<file path="src/rtl/cpu_pkg.sv">
// Shared encodings for the multicycle control sequencer:
// opcodes, FSM states, ALU and PC-select codes, decode bundle.
package cpu_pkg;

    localparam logic [3:0] OP_NOP  = 4'h0;
    localparam logic [3:0] OP_ADD  = 4'h1;
    localparam logic [3:0] OP_SUB  = 4'h2;
    localparam logic [3:0] OP_AND  = 4'h3;
    localparam logic [3:0] OP_OR   = 4'h4;
    localparam logic [3:0] OP_XOR  = 4'h5;
    localparam logic [3:0] OP_ADDI = 4'h6;
    localparam logic [3:0] OP_LD   = 4'h7;
    localparam logic [3:0] OP_ST   = 4'h8;
    localparam logic [3:0] OP_BEQ  = 4'h9;
    localparam logic [3:0] OP_JMP  = 4'hA;
    localparam logic [3:0] OP_HLT  = 4'hF;

    localparam logic [2:0] ALU_ADD = 3'd0;
    localparam logic [2:0] ALU_SUB = 3'd1;
    localparam logic [2:0] ALU_AND = 3'd2;
    localparam logic [2:0] ALU_OR  = 3'd3;
    localparam logic [2:0] ALU_XOR = 3'd4;

    localparam logic [1:0] PC_INC = 2'd0;
    localparam logic [1:0] PC_BR  = 2'd1;
    localparam logic [1:0] PC_JMP = 2'd2;

    typedef enum logic [2:0] {
        S_FETCH  = 3'd0,
        S_DECODE = 3'd1,
        S_EXEC   = 3'd2,
        S_WB     = 3'd3,
        S_HALT   = 3'd4
    } state_t;

    typedef struct packed {
        logic [2:0] alu_op;
        logic       alu_src_b;
        logic       is_mem;
        logic       is_store;
        logic       is_branch;
        logic       needs_wb;
    } dec_t;

    // HALT reports as the DECODE phase on the 2-bit phase bus
    function automatic logic [1:0] phase_of(state_t s);
        case (s)
            S_DECODE: phase_of = 2'd1;
            S_EXEC:   phase_of = 2'd2;
            S_WB:     phase_of = 2'd3;
            S_HALT:   phase_of = 2'd1;
            default:  phase_of = 2'd0;
        endcase
    endfunction

endpackage

</file>
<file path="src/rtl/cpu_control_fsm_if.sv">
// Control bundle between the sequencer (master) and the
// passive datapath/memory side (slave).
interface cpu_control_fsm_if #(
    parameter int OPW = 4
);
    logic [OPW-1:0] ir_op;
    logic           mem_ready;
    logic           alu_zero;
    logic           step;
    logic           mem_req;
    logic           mem_we;
    logic           addr_sel;
    logic           ir_load;
    logic           pc_en;
    logic [1:0]     pc_sel;
    logic [2:0]     alu_op;
    logic           alu_src_b;
    logic           reg_we;
    logic           wb_sel;
    logic [1:0]     cur;
    logic           halted;
    logic           bus_err;

    modport master (
        input  ir_op, mem_ready, alu_zero, step,
        output mem_req, mem_we, addr_sel, ir_load,
        output pc_en, pc_sel, alu_op, alu_src_b,
        output reg_we, wb_sel, cur, halted, bus_err
    );

    modport slave (
        output ir_op, mem_ready, alu_zero, step,
        input  mem_req, mem_we, addr_sel, ir_load,
        input  pc_en, pc_sel, alu_op, alu_src_b,
        input  reg_we, wb_sel, cur, halted, bus_err
    );
endinterface

</file>
<file path="src/rtl/cpu_decode.sv">
// Combinational opcode classifier feeding the sequencer.
// Illegal opcodes decode to all-zero, i.e. behave as NOP.
module cpu_decode
    import cpu_pkg::*;
#(
    parameter int OPW = 4
) (
    input  logic [OPW-1:0] op,
    output dec_t           dec
);
    logic [3:0] o;
    assign o = 4'(op);

    always_comb begin
        dec = '0;
        unique case (1'b1)
            o == OP_ADD: begin
                dec.alu_op   = ALU_ADD;
                dec.needs_wb = 1'b1;
            end
            o == OP_SUB: begin
                dec.alu_op   = ALU_SUB;
                dec.needs_wb = 1'b1;
            end
            o == OP_AND: begin
                dec.alu_op   = ALU_AND;
                dec.needs_wb = 1'b1;
            end
            o == OP_OR: begin
                dec.alu_op   = ALU_OR;
                dec.needs_wb = 1'b1;
            end
            o == OP_XOR: begin
                dec.alu_op   = ALU_XOR;
                dec.needs_wb = 1'b1;
            end
            o == OP_ADDI: begin
                dec.alu_op    = ALU_ADD;
                dec.alu_src_b = 1'b1;
                dec.needs_wb  = 1'b1;
            end
            o == OP_LD: begin
                dec.alu_op    = ALU_ADD;
                dec.alu_src_b = 1'b1;
                dec.is_mem    = 1'b1;
                dec.needs_wb  = 1'b1;
            end
            o == OP_ST: begin
                dec.alu_op    = ALU_ADD;
                dec.alu_src_b = 1'b1;
                dec.is_mem    = 1'b1;
                dec.is_store  = 1'b1;
            end
            o == OP_BEQ: begin
                dec.alu_op    = ALU_SUB;
                dec.is_branch = 1'b1;
            end
            default: ;
        endcase
    end
endmodule

</file>
<file path="src/rtl/cpu_control_fsm.sv">
// Multicycle fetch/decode/execute/writeback sequencer with memory watchdog.
// Define CPU_CTRL_STEP_EN to gate each instruction fetch on a step pulse.
module cpu_control_fsm #(
    parameter int MEM_TIMEOUT = 15,
    parameter int OPW         = 4
) (
    input logic               clk,
    input logic               rst,
    cpu_control_fsm_if.master bus
);
    import cpu_pkg::*;

    localparam logic [3:0] TMO   = 4'(MEM_TIMEOUT);
    localparam logic       WD_EN = (MEM_TIMEOUT != 0);

    state_t     state;
    logic [3:0] wcnt;
    logic [3:0] wcnt_nxt;
    logic       err_q;
    dec_t       dec;
    logic       run;
    logic       waiting;
    logic       expire;
    logic       accept;
    logic       go_exec;

    logic       mem_req;
    logic       mem_we;
    logic       addr_sel;
    logic       ir_load;
    logic       pc_en;
    logic [1:0] pc_sel;
    logic [2:0] alu_op;
    logic       alu_src_b;
    logic       reg_we;
    logic       wb_sel;

    cpu_decode #(.OPW(OPW)) u_dec (
        .op  (bus.ir_op),
        .dec (dec)
    );

`ifdef CPU_CTRL_STEP_EN
    logic step_q;
    logic go;
    assign run = go;
`else
    logic unused_step;
    assign unused_step = bus.step;
    assign run = 1'b1;
`endif

    assign wcnt_nxt = (wcnt == 4'hF) ? wcnt : wcnt + 4'd1;
    assign accept   = mem_req & bus.mem_ready;
    assign waiting  = mem_req & ~bus.mem_ready;
    // a ready arriving on the expiry cycle still completes the access
    assign expire   = WD_EN & waiting & (wcnt_nxt == TMO);
    assign go_exec  = dec.needs_wb | dec.is_store | dec.is_branch;

    always_comb begin
        mem_req   = 1'b0;
        mem_we    = 1'b0;
        addr_sel  = 1'b0;
        ir_load   = 1'b0;
        pc_en     = 1'b0;
        pc_sel    = PC_INC;
        alu_op    = ALU_ADD;
        alu_src_b = 1'b0;
        reg_we    = 1'b0;
        wb_sel    = 1'b0;
        if (!rst) begin
            unique case (state)
                S_FETCH: begin
                    mem_req = run;
                    ir_load = run & bus.mem_ready;
                    pc_en   = run & bus.mem_ready;
                end
                S_DECODE: begin
                    if (4'(bus.ir_op) == OP_JMP) begin
                        pc_en  = 1'b1;
                        pc_sel = PC_JMP;
                    end
                end
                S_EXEC: begin
                    alu_op    = dec.alu_op;
                    alu_src_b = dec.alu_src_b;
                    mem_req   = dec.is_mem;
                    addr_sel  = dec.is_mem;
                    mem_we    = dec.is_store;
                    if (dec.is_branch && bus.alu_zero) begin
                        pc_en  = 1'b1;
                        pc_sel = PC_BR;
                    end
                end
                S_WB: begin
                    alu_op    = dec.alu_op;
                    alu_src_b = dec.alu_src_b;
                    reg_we    = 1'b1;
                    wb_sel    = dec.is_mem;
                end
                default: ;
            endcase
        end
    end

    always_ff @(posedge clk or posedge rst) begin
        if (rst) begin
            state <= S_FETCH;
            wcnt  <= 4'd0;
            err_q <= 1'b0;
`ifdef CPU_CTRL_STEP_EN
            step_q <= 1'b0;
            go     <= 1'b0;
`endif
        end else begin
            if (accept || expire)
                wcnt <= 4'd0;
            else if (waiting)
                wcnt <= wcnt_nxt;
            if (expire)
                err_q <= 1'b1;
            unique case (state)
                S_FETCH: begin
                    if (accept)
                        state <= S_DECODE;
                    else if (expire)
                        state <= S_HALT;
                end
                S_DECODE: begin
                    unique case (1'b1)
                        4'(bus.ir_op) == OP_HLT: state <= S_HALT;
                        go_exec:                 state <= S_EXEC;
                        default:                 state <= S_FETCH;
                    endcase
                end
                S_EXEC: begin
                    if (dec.is_mem) begin
                        if (bus.mem_ready)
                            state <= dec.is_store ? S_FETCH : S_WB;
                        else if (expire)
                            state <= S_HALT;
                    end else if (dec.is_branch) begin
                        state <= S_FETCH;
                    end else begin
                        state <= S_WB;
                    end
                end
                S_WB:    state <= S_FETCH;
                S_HALT:  state <= S_HALT;
                default: state <= S_FETCH;
            endcase
`ifdef CPU_CTRL_STEP_EN
            // only an edge seen while idling in FETCH arms one fetch
            step_q <= bus.step;
            if (state == S_FETCH && !go && bus.step && !step_q)
                go <= 1'b1;
            else if (state == S_FETCH && accept)
                go <= 1'b0;
`endif
        end
    end

    assign bus.mem_req   = mem_req;
    assign bus.mem_we    = mem_we;
    assign bus.addr_sel  = addr_sel;
    assign bus.ir_load   = ir_load;
    assign bus.pc_en     = pc_en;
    assign bus.pc_sel    = pc_sel;
    assign bus.alu_op    = alu_op;
    assign bus.alu_src_b = alu_src_b;
    assign bus.reg_we    = reg_we;
    assign bus.wb_sel    = wb_sel;
    assign bus.cur       = phase_of(state);
    assign bus.halted    = (state == S_HALT);
    assign bus.bus_err   = err_q;
endmodule
</file>
<file path="src/flat_wrapper.sv">
// flat-port wrapper written by rule: the top's interface ports become plain ports
module cpu_control_fsm_flat import cpu_pkg::*;
#(
    parameter int MEM_TIMEOUT = 15,
    parameter int OPW         = 4
)
  (clk, rst, bus_ir_op, bus_mem_ready, bus_alu_zero, bus_step, bus_mem_req, bus_mem_we, bus_addr_sel, bus_ir_load, bus_pc_en, bus_pc_sel, bus_alu_op, bus_alu_src_b, bus_reg_we, bus_wb_sel, bus_cur, bus_halted, bus_bus_err);
  cpu_control_fsm_if #(.OPW(OPW)) bus_i ();
  input logic clk;
  input logic rst;
  input wire logic [$bits(bus_i.ir_op)-1:0] bus_ir_op;
  input wire logic [$bits(bus_i.mem_ready)-1:0] bus_mem_ready;
  input wire logic [$bits(bus_i.alu_zero)-1:0] bus_alu_zero;
  input wire logic [$bits(bus_i.step)-1:0] bus_step;
  output wire logic [$bits(bus_i.mem_req)-1:0] bus_mem_req;
  output wire logic [$bits(bus_i.mem_we)-1:0] bus_mem_we;
  output wire logic [$bits(bus_i.addr_sel)-1:0] bus_addr_sel;
  output wire logic [$bits(bus_i.ir_load)-1:0] bus_ir_load;
  output wire logic [$bits(bus_i.pc_en)-1:0] bus_pc_en;
  output wire logic [$bits(bus_i.pc_sel)-1:0] bus_pc_sel;
  output wire logic [$bits(bus_i.alu_op)-1:0] bus_alu_op;
  output wire logic [$bits(bus_i.alu_src_b)-1:0] bus_alu_src_b;
  output wire logic [$bits(bus_i.reg_we)-1:0] bus_reg_we;
  output wire logic [$bits(bus_i.wb_sel)-1:0] bus_wb_sel;
  output wire logic [$bits(bus_i.cur)-1:0] bus_cur;
  output wire logic [$bits(bus_i.halted)-1:0] bus_halted;
  output wire logic [$bits(bus_i.bus_err)-1:0] bus_bus_err;
  assign bus_i.ir_op = bus_ir_op;
  assign bus_i.mem_ready = bus_mem_ready;
  assign bus_i.alu_zero = bus_alu_zero;
  assign bus_i.step = bus_step;
  assign bus_mem_req = bus_i.mem_req;
  assign bus_mem_we = bus_i.mem_we;
  assign bus_addr_sel = bus_i.addr_sel;
  assign bus_ir_load = bus_i.ir_load;
  assign bus_pc_en = bus_i.pc_en;
  assign bus_pc_sel = bus_i.pc_sel;
  assign bus_alu_op = bus_i.alu_op;
  assign bus_alu_src_b = bus_i.alu_src_b;
  assign bus_reg_we = bus_i.reg_we;
  assign bus_wb_sel = bus_i.wb_sel;
  assign bus_cur = bus_i.cur;
  assign bus_halted = bus_i.halted;
  assign bus_bus_err = bus_i.bus_err;
  cpu_control_fsm #(.MEM_TIMEOUT(MEM_TIMEOUT), .OPW(OPW)) u_core (.clk(clk), .rst(rst), .bus(bus_i));
endmodule
</file>
<file path="config.mk">
export PLATFORM = sky130hd
export DESIGN_NAME = cpu_control_fsm_flat
export DESIGN_NICKNAME = d
export VERILOG_FILES = /design/src/rtl/cpu_pkg.sv /design/src/rtl/cpu_control_fsm_if.sv /design/src/rtl/cpu_decode.sv /design/src/rtl/cpu_control_fsm.sv /design/src/flat_wrapper.sv
export SDC_FILE = /design/constraint.sdc
export NUM_CORES = 1
export LEC_CHECK = 0
export ABC_AREA = 0
export CAP_MARGIN = 40
export CORE_MARGIN = 10
export CORE_UTILIZATION = 43
export CTS_BUF_LIST = sky130_fd_sc_hd__clkbuf_16
export CTS_CLUSTER_SIZE = 8
export DETAILED_ROUTE_END_ITERATION = 6
export PLACE_DENSITY = 0.86
export SETUP_SLACK_MARGIN = 0.05
export SLEW_MARGIN = 20
export SYNTH_ARGS = -nofsm -noshare
export SYNTH_HDL_FRONTEND = slang
export SYNTH_SLANG_ARGS = --single-unit
</file>
<file path="constraint.sdc">
create_clock -name clk -period 2.2 [get_ports clk]
set_input_delay 0.44 -clock clk [delete_from_list [all_inputs] [get_ports clk]]
set_output_delay 0.44 -clock clk [all_outputs]
set_load 0.01 [all_outputs]
</file>
==> summary.md <==
| Metric | Value |
|---|---|
| Ant. Diodes | `0` |
| Die area | `3748 um^2` |
| Port Buffer Count | `24` |
| Least-Margin Pin Slew | `0.3426 ns` |
| Die width | `61.22 um` |
| Core area | `1559 um^2` |
| Tot GR Track Use | `13.26%` |
| CTS tree | `yes` |
| Simple-gate area share of the yosys netlist | `40.75%` |
| Residual DRC count | `0` |
| CTS Buf Count | `3` |
| Final Cycle Share | `95.73%` |
| Post-Synth XOR/XNOR Area | `0%` |
| Compound-Gate Fraction of Synth Area | `20.21%` |
| Post-DP HPWL | `1.786 mm` |
| Min-Delay Path Class | `flop to flop` |
| DR WL/cell | `15.33 um` |
| Initial antenna violation count | `0` |
| Critical path data required time | `1.76 ns` |
| Clock Sink Count | `8` |
| Slowest CP cell | `clkdlybuf4s50_1` |
| Total of max-cap violations | `0` |
| Worst Path Arrival | `1.67 ns` |
| Syn Inst Count | `98` |
| Final wirelength | `2.407 mm` |
| GRT overflow | `0` |
| Final net count | `153` |
| Hold_ws | `0.4680 ns` |
| Maximum net fanout on the critical path | `6` |
| DRT Pass-1 Iters | `4` |
| Largest family of logic cells by synthesized area | `simple AND/OR/NAND/NOR gates` |
| Final GP Congestion | `0.8136` |
| Hold Vio Cnt, Final | `0` |
| CP Capture Type | `output pin` |
| Die H | `61.22 um` |
| Maximum clock frequency | `474.8 MHz` |
| Vias per inst | `5.535` |
| First-pass GRT wire length | `3.843 mm` |
| Post-Synth Adder-Cell Area | `1.712%` |
| Max Root-Sink Buffers | `2` |
| Flops & latches, synth | `8` |
| PD cells | `865.0 nW/um^2` |
| DR vias | `869` |
| Seq/Total Area, Yosys | `27.40%` |
| Critical path buffers and inverters | `4` |
| Layout area overhead | `62.84%` |
| Post-Syn Nets | `108` |
| CP delay by family, top | `buffers and inverters` |
| Peak VDD IR | `0.0007958 V` |
| Final Max Tran Viols | `0` |
| Reg clk slew, reported paths | `0.04 ns` |
| Setup CP Type | `input pin to output pin` |
| Row cnt | `14` |
| Worst slew margin | `76.96%` |
| Worst path cell trace | `clkdlybuf4s50_1 -> buf_4 -> inv_1 -> nand2_2 -> a21oi_1 -> dlygate4sd2_1` |
| Post-layout min period | `2.106 ns` |
| Worst-Skew Late Latency | `0.23 ns` |
| Startpoint types | `input pin` |
| Setup violators final | `0` |
| Root Buffer | `clkbuf_16` |
| Status | `complete, no violations` |
| RSZ-0062 raised after global routing | `false` |
| Largest net degree at the start of global routing | `9` |
| Leakage | `0.0006290 uW` |
| Mux cell area share after synthesis | `4.795%` |
| Cell Area, Synth | `730.7 um^2` |
| CP max stage delay | `0.43 ns` |
| Synthesized area per cell | `7.456 um^2` |
| Starting density of the core | `46.87%` |
| Initial drt markers | `18` |
| DRT antenna net count | `0` |
| # IOs | `26` |
| Synth cell types | `35` |
| Number of global-route vias before repair | `811` |
| Worst-case clock skew | `0.0008353 ns` |
| Layout cells sized above 1 | `29.08%` |
| Synth warn | `0` |
| H-Tree Depth | `1` |
| Setup TNS | `0 ns` |
## kinds of logic after synthesis
kind of cell / Yosys count
and+or+nand+nor: 58
AOI/OAI and AO/OA: 20
buffers and inverters: 8
DFF: 8
muxes: 3
adders and majority gates: 1
## layer usage
layer  routed length, um  global-route usage [%]
met4                   0                   1.629
met1                1004                   15.63
met5                   0                       0
met3                 119                   3.498
met2                1283                   23.96
## worst paths after layout
check / start / slack [ns] / to / cells past startpoint
worst max-delay path: rst / 0.09 / bus_alu_src_b / 6
worst min-delay path: u_core.bus.bus_err / 0.47 / u_core.bus.bus_err / 1
worst max register to register: u_core.wcnt[0] / 0.30 / u_core.wcnt[0] / 6
worst min register to register: u_core.bus.bus_err / 0.47 / u_core.bus.bus_err / 1
max in group asynchronous: rst / 1.34 / u_core.wcnt[2] / 4
min in group asynchronous: rst / 0.74 / u_core.state[2] / 4
## cells in the mapped netlist
library cell / n / area [um^2]
a211o_1: 1 / 8.760
a21oi_1: 8 / 40.04
a21oi_4: 1 / 16.27
a22o_1: 1 / 8.760
a22oi_4: 1 / 21.27
a31oi_1: 1 / 6.260
and2_0: 1 / 6.260
and2b_4: 1 / 10.01
and3_1: 3 / 18.77
and3_2: 1 / 7.510
buf_2: 3 / 15.01
buf_4: 1 / 7.510
dfrtp_1: 8 / 200.2
ha_1: 1 / 12.51
inv_1: 4 / 15.01
mux2_4: 1 / 15.01
mux2i_1: 2 / 20.02
nand2_1: 13 / 48.80
nand2b_1: 4 / 25.02
nand3_1: 3 / 15.01
nand3b_1: 2 / 15.01
nand4_1: 1 / 6.260
nor2_1: 17 / 63.81
nor2_2: 1 / 6.260
nor2b_1: 1 / 6.260
nor2b_4: 1 / 13.76
nor3_1: 5 / 25.02
nor4b_1: 1 / 8.760
o211ai_1: 1 / 7.510
o21ai_0: 2 / 10.01
o22ai_1: 2 / 12.51
o311ai_1: 1 / 8.760
o31ai_1: 1 / 7.510
or3_1: 2 / 12.51
or4_2: 1 / 8.760
## cell type report
type                            count  area, um^2
Multi-Input combinational cell     82       515.5
Tap cell                           16       20.02
Sequential cell                     8       200.2
Inverter                            4       15.01
Fill cell                         109       369.1
Timing Repair Buffer               44       364.1
Clock buffer                        3       75.07
## cells in the final DEF (no fill, tap or decap), drive strengths merged, types with 2 or more instances in the layout
cell and n:
nand3 3, clkdlybuf4s15 2, dlygate4sd2 10, nor2 18, nand3b 2, o21ai 2
nor2b 2, nand2b 4, clkbuf 6, inv 4, nand2 13, o22ai 2
mux2i 2, dfrtp 8, clkdlybuf4s50 6, a21oi 9, buf 22, nor3 5
and3 4, or3 2
## per-stage QoR
step                std cells  utilization, %  worst slack [ns]  total power [uW]  area (um^2)
global placement          151           70.30           -0.4073             701.2         1096
floorplan                  98               -            0.4089             506.9        730.7
CTS                       157           76.32           0.07131              1030         1190
finish                    157           76.32           0.09392              1029         1190
global route              157           76.32           0.05354              1101         1190
detailed placement        151           70.30           -0.4665             716.9         1096
## repair_timing
item / in CTS / in global routing
resized for setup: 32 / 11
buffers inserted: 3 / 0
pin swaps: 1 / 0
setup endpoints to repair: 13 / 8
cloned: 0 / 0
hold buffers: 0 / 0
## flip-flops by register name, indices dropped and copies added (netlist names)
register,cells
u_core.wcnt,4
u_core.bus.bus_err,1
u_core.state,3
## worst register-to-register path, delay by kind of cell (launching register included)
kind	cells	cell delay, ns
multiplexers	2	0.59
flip-flops	1	0.43
AND/OR/NAND/NOR	2	0.37
adder cells (fa/ha/maj)	1	0.27
AO/OA/AOI/OAI	1	0.11
## power by group
part           leakage, uW  switching, uW  internal [uW]
clock network    0.0000370           69.0            234
logic             0.000485            235            235
registers         0.000107           63.6            192
(Power assumes the default switching activity.)
